--- config.mk ---
export PLATFORM = sky130hd
export DESIGN_NAME = sync_fifo_ext
export DESIGN_NICKNAME = d
export VERILOG_FILES = /design/src/rtl/sync_fifo_pkg.sv /design/src/rtl/fifo_mem_dp.sv /design/src/rtl/sync_fifo_ext.sv
export SDC_FILE = /design/constraint.sdc
export NUM_CORES = 1
export LEC_CHECK = 0
export ABC_AREA = 1
export CAP_MARGIN = 20
export CORE_UTILIZATION = 35
export DETAILED_ROUTE_END_ITERATION = 10
export PLACE_DENSITY = 0.59
export SYNTH_ARGS = -nofsm -noshare
export SYNTH_HDL_FRONTEND = slang
export SYNTH_SLANG_ARGS = --single-unit
--- constraint.sdc ---
create_clock -name clk -period 2.2 [get_ports clk]
set_input_delay 0.66 -clock clk [delete_from_list [all_inputs] [get_ports clk]]
set_output_delay 0.66 -clock clk [all_outputs]
set_load 0.01 [all_outputs]
--- src/rtl/sync_fifo_pkg.sv ---
// Shared helpers for sync_fifo_ext: address/count width derivation and
// parameter-legality checks evaluated at elaboration.
package sync_fifo_pkg;

   function automatic int unsigned clog2(input int unsigned v);
      int unsigned r;
      int unsigned x;
      r = 0;
      x = 1;
      while (x < v) begin
         x = x << 1;
         r++;
      end
      return r;
   endfunction

   function automatic int unsigned addr_w(input int unsigned depth);
      return clog2(depth);
   endfunction

   // One extra bit so a completely full FIFO (count == depth) is representable.
   function automatic int unsigned cnt_w(input int unsigned depth);
      return clog2(depth) + 1;
   endfunction

   function automatic bit is_pow2(input int unsigned v);
      return (v != 0) && ((v & (v - 1)) == 0);
   endfunction

   function automatic bit params_legal(input int unsigned dw,
                                       input int unsigned depth,
                                       input int unsigned af,
                                       input int unsigned ae);
      return (dw >= 1) && (depth >= 4) && is_pow2(depth) &&
             (af >= 1) && (af <= depth - 1) &&
             (ae >= 1) && (ae <= depth - 1);
   endfunction

endpackage

--- src/rtl/fifo_mem_dp.sv ---
// Simple dual-port storage: one synchronous write port and one read port that is
// either registered (REG_READ=1, output reset to zero) or combinational.
module fifo_mem_dp #(
   parameter int unsigned DATA_WIDTH = 8,
   parameter int unsigned DEPTH      = 16,
   parameter int unsigned ADDR_W     = 4,
   parameter bit          REG_READ   = 1'b1
) (
   input  logic                  clk,
   input  logic                  reset,
   input  logic                  we,
   input  logic [ADDR_W-1:0]     waddr,
   input  logic [DATA_WIDTH-1:0] wdata,
   input  logic                  re,
   input  logic [ADDR_W-1:0]     raddr,
   output logic [DATA_WIDTH-1:0] rdata
);

   logic [DATA_WIDTH-1:0] mem_q [DEPTH];

   always_ff @(posedge clk) begin
      if (we) begin
         mem_q[waddr] <= wdata;
      end
   end

   generate
      if (REG_READ) begin : g_reg_read
         logic [DATA_WIDTH-1:0] rdata_q;
         logic [DATA_WIDTH-1:0] rdata_d;

         always_comb begin
            rdata_d = rdata_q;
            if (re) begin
               rdata_d = mem_q[raddr];
            end
         end

         always_ff @(posedge clk) begin
            if (reset) begin
               rdata_q <= '0;
            end else begin
               rdata_q <= rdata_d;
            end
         end

         assign rdata = rdata_q;
      end else begin : g_comb_read
         // re acts as "head valid": the port shows zero while nothing is stored.
         logic unused_reset;
         assign unused_reset = reset;
         assign rdata        = re ? mem_q[raddr] : '0;
      end
   endgenerate

endmodule

--- src/rtl/sync_fifo_ext.sv ---
// Single-clock FIFO with occupancy count, almost-full/almost-empty flags and
// overflow/underflow pulses. Define SYNC_FIFO_FWFT_EN for first-word fall-through.
module sync_fifo_ext
   import sync_fifo_pkg::*;
#(
   parameter int unsigned DATA_WIDTH = 8,
   parameter int unsigned FIFO_DEPTH = 16,
   parameter int unsigned AF_THRESH  = 14,
   parameter int unsigned AE_THRESH  = 2
) (
   input  logic                             clk,
   input  logic                             reset,
   input  logic                             wr_en,
   input  logic [DATA_WIDTH-1:0]            din,
   input  logic                             rd_en,
   output logic [DATA_WIDTH-1:0]            dout,
   output logic                             full,
   output logic                             empty,
   output logic                             almost_full,
   output logic                             almost_empty,
   output logic [cnt_w(FIFO_DEPTH)-1:0]     count,
   output logic                             overflow,
   output logic                             underflow
);

   localparam int unsigned ADDR_W = addr_w(FIFO_DEPTH);
   localparam int unsigned CNT_W  = cnt_w(FIFO_DEPTH);

   localparam logic [CNT_W-1:0] DEPTH_C = CNT_W'(FIFO_DEPTH);
   localparam logic [CNT_W-1:0] AF_C    = CNT_W'(AF_THRESH);
   localparam logic [CNT_W-1:0] AE_C    = CNT_W'(AE_THRESH);

   generate
      if (!params_legal(DATA_WIDTH, FIFO_DEPTH, AF_THRESH, AE_THRESH)) begin : g_param_err
         $error("sync_fifo_ext: illegal parameters (depth must be pow2 >= 4, thresholds 1..depth-1)");
      end
   endgenerate

   logic [ADDR_W-1:0] wr_ptr_q, wr_ptr_d;
   logic [ADDR_W-1:0] rd_ptr_q, rd_ptr_d;
   logic [CNT_W-1:0]  count_q, count_d;
   logic              full_q, full_d;
   logic              empty_q, empty_d;
   logic              af_q, af_d;
   logic              ae_q, ae_d;
   logic              ovf_q, ovf_d;
   logic              udf_q, udf_d;
   logic              wr_acc;
   logic              rd_acc;
   logic              mem_re;

   // Acceptance looks only at the registered flags from the previous edge.
   always_comb begin
      rd_acc   = rd_en && !empty_q;
      wr_acc   = wr_en && (!full_q || rd_en);

      wr_ptr_d = wr_ptr_q;
      rd_ptr_d = rd_ptr_q;
      count_d  = count_q;

      if (wr_acc) begin
         wr_ptr_d = wr_ptr_q + ADDR_W'(1);
      end
      if (rd_acc) begin
         rd_ptr_d = rd_ptr_q + ADDR_W'(1);
      end

      if (wr_acc && !rd_acc) begin
         count_d = count_q + CNT_W'(1);
      end else if (rd_acc && !wr_acc) begin
         count_d = count_q - CNT_W'(1);
      end

      full_d  = (count_d == DEPTH_C);
      empty_d = (count_d == '0);
      af_d    = (count_d >= AF_C);
      ae_d    = (count_d <= AE_C);
      ovf_d   = wr_en && !wr_acc;
      udf_d   = rd_en && !rd_acc;
   end

   always_ff @(posedge clk) begin
      if (reset) begin
         wr_ptr_q <= '0;
         rd_ptr_q <= '0;
         count_q  <= '0;
         full_q   <= 1'b0;
         empty_q  <= 1'b1;
         af_q     <= 1'b0;
         ae_q     <= 1'b1;
         ovf_q    <= 1'b0;
         udf_q    <= 1'b0;
      end else begin
         wr_ptr_q <= wr_ptr_d;
         rd_ptr_q <= rd_ptr_d;
         count_q  <= count_d;
         full_q   <= full_d;
         empty_q  <= empty_d;
         af_q     <= af_d;
         ae_q     <= ae_d;
         ovf_q    <= ovf_d;
         udf_q    <= udf_d;
      end
   end

`ifdef SYNC_FIFO_FWFT_EN
   localparam bit REG_READ = 1'b0;
   // Head word is visible whenever something is stored; the pointer move pops it.
   assign mem_re = !empty_q;
`else
   localparam bit REG_READ = 1'b1;
   assign mem_re = rd_acc;
`endif

   fifo_mem_dp #(
      .DATA_WIDTH (DATA_WIDTH),
      .DEPTH      (FIFO_DEPTH),
      .ADDR_W     (ADDR_W),
      .REG_READ   (REG_READ)
   ) u_mem (
      .clk   (clk),
      .reset (reset),
      .we    (wr_acc),
      .waddr (wr_ptr_q),
      .wdata (din),
      .re    (mem_re),
      .raddr (rd_ptr_q),
      .rdata (dout)
   );

   assign full         = full_q;
   assign empty        = empty_q;
   assign almost_full  = af_q;
   assign almost_empty = ae_q;
   assign count        = count_q;
   assign overflow     = ovf_q;
   assign underflow    = udf_q;

endmodule

==> After elaboration in Yosys (flattened, before gate mapping) <==
Memories as Yosys holds them, arrays and structs flattened. A register that Yosys moved wholly into a read port is not among the register bits.
Index checks and enable logic that the tools add are counted.
Widths: inputs -> output; s select.
{ "classes": {"addsub": 4, "n_lt_le_gt_ge": 2, "eq_ne": 1, "mux": 4, "reduce_logical": 12} }
{ "op_table": {"columns": ["op", "count"], "rows": [
  ["$mux 5", 2],
  ["$add 4x1->4 const B", 2],
  ["$logic_and 1x1->1", 6],
  ["$add 5x1->5 const B", 1],
  ["$eq 5x5->1 const B", 1],
  ["$ge 5x4->1 const B", 1],
  ["$le 5x2->1 const B", 1],
  ["$logic_not 5->1", 1],
  ["$sub 5x1->5 const B", 1],
  ["$logic_not 1->1", 4],
  ["$mux 1", 2],
  ["$logic_or 1x1->1", 1]
]} }
{ "word_totals": {"regBits": 19, "ram_bits": 128, "input_bits": 12, "out_inout_bits": 19, "elab_cells": 33, "mem_count": 1} }
{ "memory_table": {"columns": ["memory", "depth", "word_bits", "read_ports", "rd_clocked_by_memory_dff", "wr", "line", "rtl"], "rows": [
  ["u_mem.mem_q", 16, 8, 1, 1, 1, "fifo_mem_dp.sv:19", "logic [DATA_WIDTH-1:0] mem_q [DEPTH];"]
]} }

==> Logic depth before layout (Yosys ltp) <==
{ "logic_depth": {"ltp_word": 8, "depth_mapped": 12, "ltp_nobuf": 12} }

==> Modules after synthesis <==
A second synthesis with hierarchy kept.
{ "hier_totals": {"hier_cells": 651, "area_unflattened_um2": 6678.9} }
{ "by_module_without_submodules": {"columns": ["module", "instances", "cells_per_inst", "area_per_inst_um2", "seq_area_each_um2"], "rows": [
  ["fifo_mem_dp", 1, 490, 5577.8, 4003.8],
  ["sync_fifo_ext", 1, 161, 1101.1, 380.4]
]} }

==> Worst setup path after synthesis <==
Ideal clock, no wire load.
{ "synth_timing": {"path_kind": "input to register", "start": "in rd_en", "end": "mem u_mem.mem_q[7][0], enable pin", "t_arrival_ns": 1.415, "required_ns": 1.830, "path_slack_ns": 0.415, "cell_stages": 4, "path_cell_list": "inv_2 -> a21oi_4 -> nand2_1 -> nor2_1"} }
{ "synth_between": {"elab_chain_cells": 4} }
{ "synth_lines": {"columns": ["item", "line", "rtl"], "rows": [
  ["start: declaration", "sync_fifo_ext.sv:15", "input logic rd_en,"],
  ["$logic_or 1x1->1", "sync_fifo_ext.sv:55", "wr_acc = wr_en && (!full_q || rd_en);"],
  ["$logic_and 1x1->1", "sync_fifo_ext.sv:55", null],
  ["$mux 1", "fifo_mem_dp.sv:22", "if (we) begin"],
  ["$mux 1 (implied by the code)", "fifo_mem_dp.sv:23", "mem_q[waddr] <= wdata;"],
  ["end: declaration", "fifo_mem_dp.sv:19", null]
]} }
No other way between the ends.

==> Worst setup path after layout <==
{ "layout_timing": {"start": "reg count_q[0] (netlist: count[0])", "end": "out count[0]"} }
{ "layout_lines": {"columns": ["item", "line", "rtl"], "rows": [
  ["start: declaration", "sync_fifo_ext.sv:41", "logic [CNT_W-1:0] count_q, count_d;"],
  ["start signal: assignment", "sync_fifo_ext.sv:96", "count_q <= count_d;"],
  ["end: declaration", "sync_fifo_ext.sv:21", "output logic [cnt_w(FIFO_DEPTH)-1:0] count,"]
]} }
No word-level cell between the ends.

==> metrics.txt <==
status finished, violations left; failing checks design-rule violations; register bit total from synthesis 155; Worst Hold Class flop to flop; Starting DRT DRC Count 421; Synth Flop Type edfxtp_1; die height 138 um; TNS Setup 0 ns; Reg2Reg Depth 7; Psw 1.71 mW; first-pass GRT wire length 24,000 um; Post-CTS Setup Inserts 0; wirelength, routed 15,100 um; number of synthesized flops with an enable pin 128; CP cell instances clkdlybuf4s50_1; TritonCTS clock tree done; RSZ-0062 raised after global routing no; largest net degree at the start of global routing 67; Vias/cell around 4.9; reg2reg start rd_ptr_q[2]; Detailed Place HPWL approximately 10000 um; # IOs 31; Slew headroom 53.4%; post-cts hold buffer count 0; Routed Antenna Nets 0; Final Hold Fails 0; max capacitance violation total 0; GRT overflow 0; critical setup path kind flop to output port; DRC 10; CP required roughly 1.5 ns; fin cells 928; synthesized net count approximately 640; Sink Count around 160; die area 19,100 sq um; Placer Congestion about 0.84; wire per inst 16.3 um; gr usage total 16.7%; post-synthesis sequential area ratio between 60% and 70%; Worst Skew 0.00485 ns; Slew @ Worst Pin 0.698 ns; Finished Core Util between 40% and 50%; worst hold margin 0.544 ns; Synth cell types 28; startpoint types flop; peak supply drop 511 uV; delay-heaviest family, CP buffers and inverters; Comb power frac 10.3%; PD cells 878 nW/um^2; Hold Path Depth 2; register-to-register setup slack roughly 0.6 ns; period utilization 96.7%; cell count after placement 896; leading area contributor after synthesis edfxtp_1; CTS Buf Count 17; Syn Area/Cell 10.4 sq um; Worst Hold Launch empty; Ant. Diodes 0; initial antenna violation count 0; DRT Pass-1 Iters 8; synthesized cell area about 6500 sq um; Post-synth ARST share 0%; slowest stage delay, CP 0.59 ns; initial core utilization 35.9%; final net count 705; vias in the first global route between 4,000 and 5,000; Max Clk Rate roughly 470 MHz; share of layout cells above drive strength 1 12.9%; Core ar. 18,100 sq um; Pint ~5.2 mW; CTS resizes 0; min cycle time layout 2.13 ns; Crit. End Element output port; Synth top area share approximately three fifths; Synth Instances 624; Max clock buf depth 2; Clk Latency, worst-skew pair about 0.43 ns; std cell rows just under 50; top cells by area, synth edfxtp_1, nand2_1, nand3_1; Pleak 3.03 nW; # port buffers 30; Setup-failing EPs final 0; Clock H-tree levels 4; WP data arrival 1.47 ns; Hold EP underflow; Worst path slowest cell clkdlybuf4s50_1; clock power share 42.2%; Root Driver clkbuf_16; switch share 24.8%; reg2reg end u_mem.rdata[2]; worst path bufs/invs 1; sequential share of power 47.5%; die width 138 um; Reg clk slew, reported paths 0.06 ns; worst-path fanout max 7; Vias 4,530; synth warn 0; Layout Area Growth over Synthesis 21.4%; final slew viol count 0
[kinds of logic after synthesis]
kind of cell | Yosys count | share of synthesized area, %
compound gates | 33 | 2.76
fa+ha+maj | 7 | 1.35
buf+inv | 60 | 3.90
flops | 155 | 67.6
simple gates | 369 | 24.4
[flip-flops by register name, summed over array words and instances (netlist names)]
signal and cells:
u_mem.mem_q 128, u_mem.rdata 8, count 5, rd_ptr_q 4, wr_ptr_q 4, almost_empty 1
almost_full 1, empty 1, full 1, overflow 1, underflow 1
[how the worst max path moves through the flow]
stage	start	to	slack [ns]	cells after the start
CTS	full	full	0.02	1
detailed placement	rd_en	empty	-0.1	11
global route	count[0]	count[0]	0.04	1
finish	count[0]	count[0]	0.07	1
floorplan	rd_en	u_mem.mem_q[7][0]	0.41	4
global placement	rd_en	u_mem.mem_q[11][7]	-0.09	6
[final cells by class]
type                       count  area [sq um]
sequential                   155          4390
fill                        1616         10200
clock buffer                  17           425
clock inverter                15           164
tap                          229           287
timing repair buffer          73           648
inverter                      30           113
multi-input combinational    409          1850
[power groups by stage]
stage               sequential, mW  combinational, mW  clock (mW)
detailed placement            3.34              0.720           0
finish                        3.28              0.715        2.91
floorplan                     3.35              0.397           0
global placement              3.34              0.712           0
CTS                           3.28              0.723        2.95
global route                  3.29              0.798        3.08
[metrics by stage]
stage / instance area, sq um / setup WS (ns) / total power [mW]
after floorplan: 6480 / 0.415 / 3.75
after global routing: 7870 / 0.0391 / 7.16
after CTS: 7870 / 0.0199 / 6.96
final: 7870 / 0.0728 / 6.91
after detailed placement: 7280 / -0.0981 / 4.06
after global placement: 7280 / -0.0879 / 4.06
[layout by cell type (no fill, tap or decap), drive strengths merged]
master,instances
edfxtp,128
clkinvlp,4
a21oi,22
o21a,1
nand2,201
nor2,50
dfxtp,27
clkdlybuf4s50,30
clkbuf,17
ha,7
nand3,110
nor4,1
bufinv,2
nand4,1
and3,1
inv,33
nor3,5
clkinv,6
o21ai,10
buf,43
[metal layers]
layer | GRT usage [%] | share of wire (%)
met5 | 0 | 0
met4 | 6.15 | 1.6
met3 | 3.60 | 4.8
met2 | 27.6 | 48
met1 | 21.8 | 45
[Yosys cell counts, types with 2 or more instances]
library cell  instances
o21ai_0               2
inv_1                25
dfxtp_1              27
buf_1                 2
nor3_1                4
nand3_1             109
edfxtp_1            128
buf_2                19
ha_1                  7
inv_2                 3
nand2_1             197
nand2_2               3
nor2_2                2
clkbuf_1              8
nor2_1               47
clkinv_1              2
o21ai_1               8
a21oi_1              21
Power figures use the tool's default switching activity.
